--- config.mk ---
export PLATFORM = sky130hd
export DESIGN_NAME = slave_port
export DESIGN_NICKNAME = d
export VERILOG_FILES = /design/src/rtl/bus_pkg.sv /design/src/rtl/slave_port.sv
export SDC_FILE = /design/constraint.sdc
export NUM_CORES = 1
export LEC_CHECK = 0
export BUFFER_PORTS_ARGS = -buffer_cell sky130_fd_sc_hd__buf_2
export CORE_MARGIN = 2
export CORE_UTILIZATION = 45
export DETAILED_ROUTE_END_ITERATION = 8
export PLACE_DENSITY_LB_ADDON = 0.25
export SLEW_MARGIN = 5
export SYNTH_ARGS = -nofsm -noshare
export SYNTH_HDL_FRONTEND = slang
export SYNTH_SLANG_ARGS = --single-unit
--- constraint.sdc ---
create_clock -name clk_i -period 5.3 [get_ports clk_i]
set_clock_uncertainty 0.1 [all_clocks]
set_input_delay 0.795 -clock clk_i [delete_from_list [all_inputs] [get_ports clk_i]]
set_output_delay 0.795 -clock clk_i [all_outputs]
set_load 0.01 [all_outputs]
--- src/rtl/bus_pkg.sv ---
// Shared bus dimensions for the serial slave port and its memory side.
package bus_pkg;
    localparam int unsigned ADDR_WIDTH = 12;
    localparam int unsigned DATA_WIDTH = 8;
endpackage

--- src/rtl/slave_port.sv ---
// Serial bus slave: shifts in address/write data LSB-first, issues one memory access,
// and returns read data serially, optionally releasing the bus through a split read.
module slave_port
    import bus_pkg::*;
#(
    parameter logic SPLIT_EN = 1'b0
) (
    input  logic                  clk_i,
    input  logic                  rst_ni,
    input  logic                  bus_valid_i,
    input  logic                  bus_mode_i,
    input  logic                  bus_sdata_i,
    output logic                  bus_ready_o,
    output logic                  bus_rvalid_o,
    output logic                  bus_rdata_o,
    output logic                  bus_ack_o,
    output logic                  bus_err_o,
    output logic                  bus_split_o,
    output logic                  split_req_o,
    input  logic                  split_grant_i,
    output logic                  mem_valid_o,
    output logic [ADDR_WIDTH-1:0] mem_addr_o,
    output logic [DATA_WIDTH-1:0] mem_wdata_o,
    output logic                  mem_we_o,
    input  logic                  mem_ready_i,
    input  logic [DATA_WIDTH-1:0] mem_rdata_i,
    input  logic                  mem_err_i,
    output logic                  mem_split_start_o,
    input  logic                  mem_split_ready_i
);

    localparam int unsigned MaxW = (ADDR_WIDTH > DATA_WIDTH) ? ADDR_WIDTH : DATA_WIDTH;
    localparam int unsigned CntW = $clog2(MaxW + 1);
    // Bit 0 of the address is taken in IDLE, so ADDR only counts the remaining bits.
    localparam logic [CntW-1:0] AddrLast = CntW'(ADDR_WIDTH - 2);
    localparam logic [CntW-1:0] DataLast = CntW'(DATA_WIDTH - 1);

    typedef enum logic [2:0] {
        StIdle, StAddr, StWdata, StReq, StWait, StSplit, StResume, StResp
    } state_e;

    state_e                state_q, state_d;
    logic [CntW-1:0]       cnt_q, cnt_d;
    logic                  we_q, we_d;
    logic [ADDR_WIDTH-1:0] addr_q, addr_d;
    logic [DATA_WIDTH-1:0] wdata_q, wdata_d;
    logic [DATA_WIDTH-1:0] rdata_q, rdata_d;
    logic                  ack_q, ack_d;
    logic                  err_q, err_d;

    always_ff @(posedge clk_i or negedge rst_ni) begin
        if (!rst_ni) begin
            state_q <= StIdle;
            cnt_q   <= '0;
            we_q    <= 1'b0;
            addr_q  <= '0;
            wdata_q <= '0;
            rdata_q <= '0;
            ack_q   <= 1'b0;
            err_q   <= 1'b0;
        end else begin
            state_q <= state_d;
            cnt_q   <= cnt_d;
            we_q    <= we_d;
            addr_q  <= addr_d;
            wdata_q <= wdata_d;
            rdata_q <= rdata_d;
            ack_q   <= ack_d;
            err_q   <= err_d;
        end
    end

    always_comb begin
        state_d = state_q;
        we_d    = we_q;
        addr_d  = addr_q;
        wdata_d = wdata_q;
        rdata_d = rdata_q;
        ack_d   = 1'b0;
        err_d   = 1'b0;
        case (state_q)
            StIdle: begin
                if (bus_valid_i) begin
                    we_d    = bus_mode_i;
                    addr_d  = {bus_sdata_i, addr_q[ADDR_WIDTH-1:1]};
                    state_d = StAddr;
                end
            end
            StAddr: begin
                if (!bus_valid_i) begin
                    state_d = StIdle;
                end else begin
                    addr_d = {bus_sdata_i, addr_q[ADDR_WIDTH-1:1]};
                    if (cnt_q == AddrLast) state_d = we_q ? StWdata : StReq;
                end
            end
            StWdata: begin
                if (!bus_valid_i) begin
                    state_d = StIdle;
                end else begin
                    wdata_d = {bus_sdata_i, wdata_q[DATA_WIDTH-1:1]};
                    if (cnt_q == DataLast) state_d = StReq;
                end
            end
            StReq: state_d = StWait;
            StWait: begin
                if (mem_ready_i) begin
                    if (mem_err_i || we_q) begin
                        ack_d   = 1'b1;
                        err_d   = mem_err_i;
                        state_d = StIdle;
                    end else begin
                        rdata_d = mem_rdata_i;
                        state_d = StResp;
                    end
                end else if (SPLIT_EN && !we_q) begin
                    state_d = StSplit;
                end
            end
            StSplit: begin
                if (mem_split_ready_i) begin
                    rdata_d = mem_rdata_i;
                    state_d = StResume;
                end
            end
            StResume: if (split_grant_i) state_d = StResp;
            StResp: begin
                rdata_d = {1'b0, rdata_q[DATA_WIDTH-1:1]};
                if (cnt_q == DataLast) state_d = StIdle;
            end
            default: state_d = StIdle;
        endcase
        cnt_d = (state_d != state_q || state_q == StIdle) ? '0 : cnt_q + CntW'(1);
    end

    always_comb begin
        bus_ready_o       = (state_q == StIdle);
        mem_valid_o       = (state_q == StReq);
        mem_split_start_o = (state_q == StReq) && SPLIT_EN && !we_q;
        bus_split_o       = (state_q == StSplit) || (state_q == StResume);
        split_req_o       = (state_q == StResume);
        bus_rvalid_o      = (state_q == StResp);
        bus_rdata_o       = (state_q == StResp) && rdata_q[0];
        // Writes and errors ack one cycle after mem_ready; reads ack on the last data bit.
        bus_ack_o         = ack_q || ((state_q == StResp) && (cnt_q == DataLast));
        bus_err_o         = err_q;
    end

    assign mem_addr_o  = addr_q;
    assign mem_wdata_o = wdata_q;
    assign mem_we_o    = we_q;

endmodule

==> Flow_metrics.wiki <==
{| class="wikitable"
! Metric !! Value
|-
| Result of the run || completed
|-
| Leading cell types in the layout, fill and taps excluded || sky130_fd_sc_hd__buf_2 (45), sky130_fd_sc_hd__dfrtp_1 (38), sky130_fd_sc_hd__mux2_2 (21), sky130_fd_sc_hd__nand2_1 (13), sky130_fd_sc_hd__nor2_1 (8)
|-
| Internal power consumption || 0.690 mW
|-
| Number of cell rows || 23
|-
| Number of buffers added for setup after CTS || 0
|-
| Smallest hold slack || 0.381 ns
|-
| Effective utilization at floorplan || 0.464
|-
| Final-report setup violation count || 0
|-
| Total nets after synthesis || 175
|-
| Highest fanout seen on the critical path || 14
|-
| Clock input transition at the sequential cells of the worst setup and hold paths || 0.07 ns
|-
| Max-slew headroom at the worst pin || 0.283
|-
| Static leakage power || 1.13 nW
|-
| Total die area || 0.00463 sq mm
|-
| Post-synthesis area per instance || 11.8 sq um
|-
| Number of buffers added on ports || 45
|-
| Ant diodes || 0
|-
| Via count of the first global-routing pass || 1236
|-
| Delay contributed by the slowest stage of the critical path || 0.66 ns
|-
| Number of antenna violations at the first check in global routing || 0
|-
| Unique cell type count in the Yosys netlist || 42
|-
| Number of nets still failing antenna checks after routing || 0
|-
| Startpoint-to-endpoint class of the critical path || reg2out
|-
| Worst hold-check path type || reg2reg
|-
| Share of the core filled with cells in the final layout || 0.546
|-
| Sequential cell area fraction in the yosys report || 0.516
|-
| Worst Setup Start Kind || flip-flop
|-
| Proportion of power drawn by flip-flops and latches || 0.463
|-
| Die width || 68.0 microns
|-
| CP endpoint kind || output pin
|-
| Worst vdd rail ir drop || 0.000232 V
|-
| Number of synthesized register bits || 38
|-
| Clock latency reported for the late side of the worst-skew pair || 0.29 ns
|-
| Sum of negative setup slack || 0 ns
|-
| Cell area after synthesis || 0.00184 sq mm
|-
| Number of flops mapped to enable cells by yosys || 0
|-
| Number of max-cap violations || 0
|-
| H-tree depth || 2
|-
| HPWL after detailed placement || 2510 microns
|-
| First-pass GRT wire length || 5660 microns
|-
| Largest buffer count on any clock path || 2
|-
| RSZ-0062 raised after global routing || no
|-
| Post-CTS Hold Fix Bufs || 0
|-
| Iter 0 DRT Violations || 72
|-
| Fraction of layout cells with a size suffix above 1 || 0.430
|-
| Nets@finish || 218
|-
| Post-CTS sizing || 0
|-
| Last weighted congestion value of the routability-driven placer || 0.871
|-
| Final period util || 0.565
|-
| Fraction of registers with async set/reset || 1.00
|-
| Final Max Tran Viols || 0
|-
| Routed via count divided by cell count || 5.27
|-
| Ordered list of cells on the worst path || nand3_1 > nor2b_1 > or2_2 > buf_2
|-
| Gate Count Post-Synth || 156
|-
| DRT Wirelength || 3460 microns
|-
| Switch Pwr || 0.381 mW
|-
| Post-synth top flop || sky130_fd_sc_hd__dfrtp_1
|-
| Remaining routing DRC violations || 0
|-
| Clock period minus final worst setup slack || 2.99 ns
|-
| Relative contribution of combinational cells to total power || 0.350
|-
| Arrival time of the worst setup path || 2.10 ns
|-
| Total clock buffers created by CTS || 5
|-
| Sum of internal, switching and leakage power || 1.07 mW
|-
| DR pass1 iterations || 4
|-
| Slowest cell on the critical path || sky130_fd_sc_hd__dfrtp_1
|-
| Root buf cell || sky130_fd_sc_hd__clkbuf_8
|-
| Pwr/cell area || 494 mW/mm^2
|-
| Total vias in the final route || 1317
|-
| Required time worst endpoint || 4.41 ns
|-
| Largest net degree at the start of global routing || 39
|-
| Routed wire per std cell || 13.8 microns
|-
| Maximum frequency from static timing analysis || 334 MHz
|-
| Placeable core region || 0.00397 sq mm
|-
| Vertical die dimension || 68.0 microns
|-
| Commonest non-fill, non-tap cell in the layout || sky130_fd_sc_hd__buf_2
|-
| Warning count from the yosys run || 0
|-
| Fraction of power spent switching nets || 0.356
|-
| Number of hold violations in the final report || 0
|-
| TritonCTS clock tree || built
|-
| GRT Resource Usage Total || 0.168
|-
| Post-synthesis to final-layout area growth || 17.6%
|-
| Boundary Pins || 47
|-
| Clock Power Share || 0.187
|-
| Num Clock Sinks || 38
|-
| Slew at the pin closest to its max-slew limit || 1.06 ns
|-
| Total gr overflow || 0
|}
-- path summary, 6_finish.rpt --
kind / startpoint / end / slack [ns] / cells after the start
worst max-delay path: state_q[2] / bus_ack_o / 2.31 / 4
worst min-delay path: rdata_q[0] / rdata_q[0] / 0.38 / 2
worst max register to register: state_q[1] / cnt_q[3] / 2.91 / 5
worst min register to register: rdata_q[0] / rdata_q[0] / 0.38 / 2
max in group asynchronous: rst_ni / cnt_q[1] / 4.09 / 1
min in group asynchronous: rst_ni / state_q[1] / 0.50 / 1
-- worst max-delay path: cells and delay by family, from the launching register on --
kind	cells	cell delay (ns)
simple gates	3	1.03
buf+inv	1	0.11
flops	1	0.66
-- layer usage --
layer | routed length (microns) | GRT usage | share of wire | up-vias
li1 | - | - | - | 635
met1 | 1540 | 0.211 | 0.45 | 640
met2 | 1630 | 0.263 | 0.47 | 37
met3 | 228 | 0.0609 | 0.066 | 5
met4 | 55 | 0.0675 | 0.016 | 0
met5 | 0 | 0 | 0 | -
-- area by class of cell --
cell class	instances	area, sq um
timing repair buffer	45	225
fill	371	1800
multi-input combinational	102	813
inverter	7	26.3
clock buffer	7	86.3
sequential	38	951
clock inverter	1	5.00
tap	50	62.6
-- cells in the mapped netlist, types with 2 or more instances --
cell / number / area share
sky130_fd_sc_hd__a21oi_1: 2 / 0.0054
sky130_fd_sc_hd__a22o_1: 2 / 0.0095
sky130_fd_sc_hd__and2_1: 2 / 0.0068
sky130_fd_sc_hd__and3b_1: 2 / 0.0095
sky130_fd_sc_hd__buf_2: 6 / 0.016
sky130_fd_sc_hd__buf_6: 2 / 0.012
sky130_fd_sc_hd__dfrtp_1: 38 / 0.52
sky130_fd_sc_hd__ha_1: 2 / 0.014
sky130_fd_sc_hd__inv_1: 7 / 0.014
sky130_fd_sc_hd__mux2_2: 21 / 0.13
sky130_fd_sc_hd__mux2i_1: 7 / 0.038
sky130_fd_sc_hd__nand2_1: 13 / 0.026
sky130_fd_sc_hd__nand2_2: 3 / 0.010
sky130_fd_sc_hd__nand3_1: 3 / 0.0081
sky130_fd_sc_hd__nor2_1: 8 / 0.016
sky130_fd_sc_hd__nor2b_1: 2 / 0.0068
sky130_fd_sc_hd__nor3_1: 4 / 0.011
sky130_fd_sc_hd__o21ai_1: 6 / 0.016
sky130_fd_sc_hd__o21ai_2: 2 / 0.0095
sky130_fd_sc_hd__o32ai_2: 2 / 0.018
-- sequential cells by signal, summed over array words and instances, names as in the netlist --
register	count
cnt_q	4
rdata_q	8
mem_addr_o	12
bus_err_o	1
ack_q	1
mem_we_o	1
state_q	3
mem_wdata_o	8
-- kinds of logic after synthesis --
logic type                 after synthesis  synth area share
muxes                                   28             0.166
other                                    1           0.00203
and+or+nand+nor                         45             0.140
xor gates and xnor gates                 2           0.00950
buffers and inverters                   16            0.0468
adders and majority gates                2            0.0136
DFF                                     38             0.516
AOI/OAI and AO/OA                       24             0.106
-- through the flow --
| stage | setup WS (ns) | instances | area, sq um |
|---|---|---|---|
| after floorplan | 3.07 | 156 | 1840 |
| after global placement | 2.72 | 242 | 2080 |
| after detailed placement | 2.58 | 242 | 2080 |
| after CTS | 2.27 | 250 | 2170 |
| after global routing | 2.12 | 250 | 2170 |
| final | 2.31 | 250 | 2170 |
-- power by group through the flow --
stage / sequential (mW) / clock, mW / combinational, mW
3_3_place_gp: 0.493 / 0 / 0.372
4_1_cts: 0.497 / 0.209 / 0.382
3_5_place_dp: 0.501 / 0 / 0.380
5_1_grt: 0.515 / 0.219 / 0.415
6_report: 0.496 / 0.200 / 0.375
2_1_floorplan: 0.493 / 0 / 0.260
No activity file was read; power rests on OpenSTA's default activity.
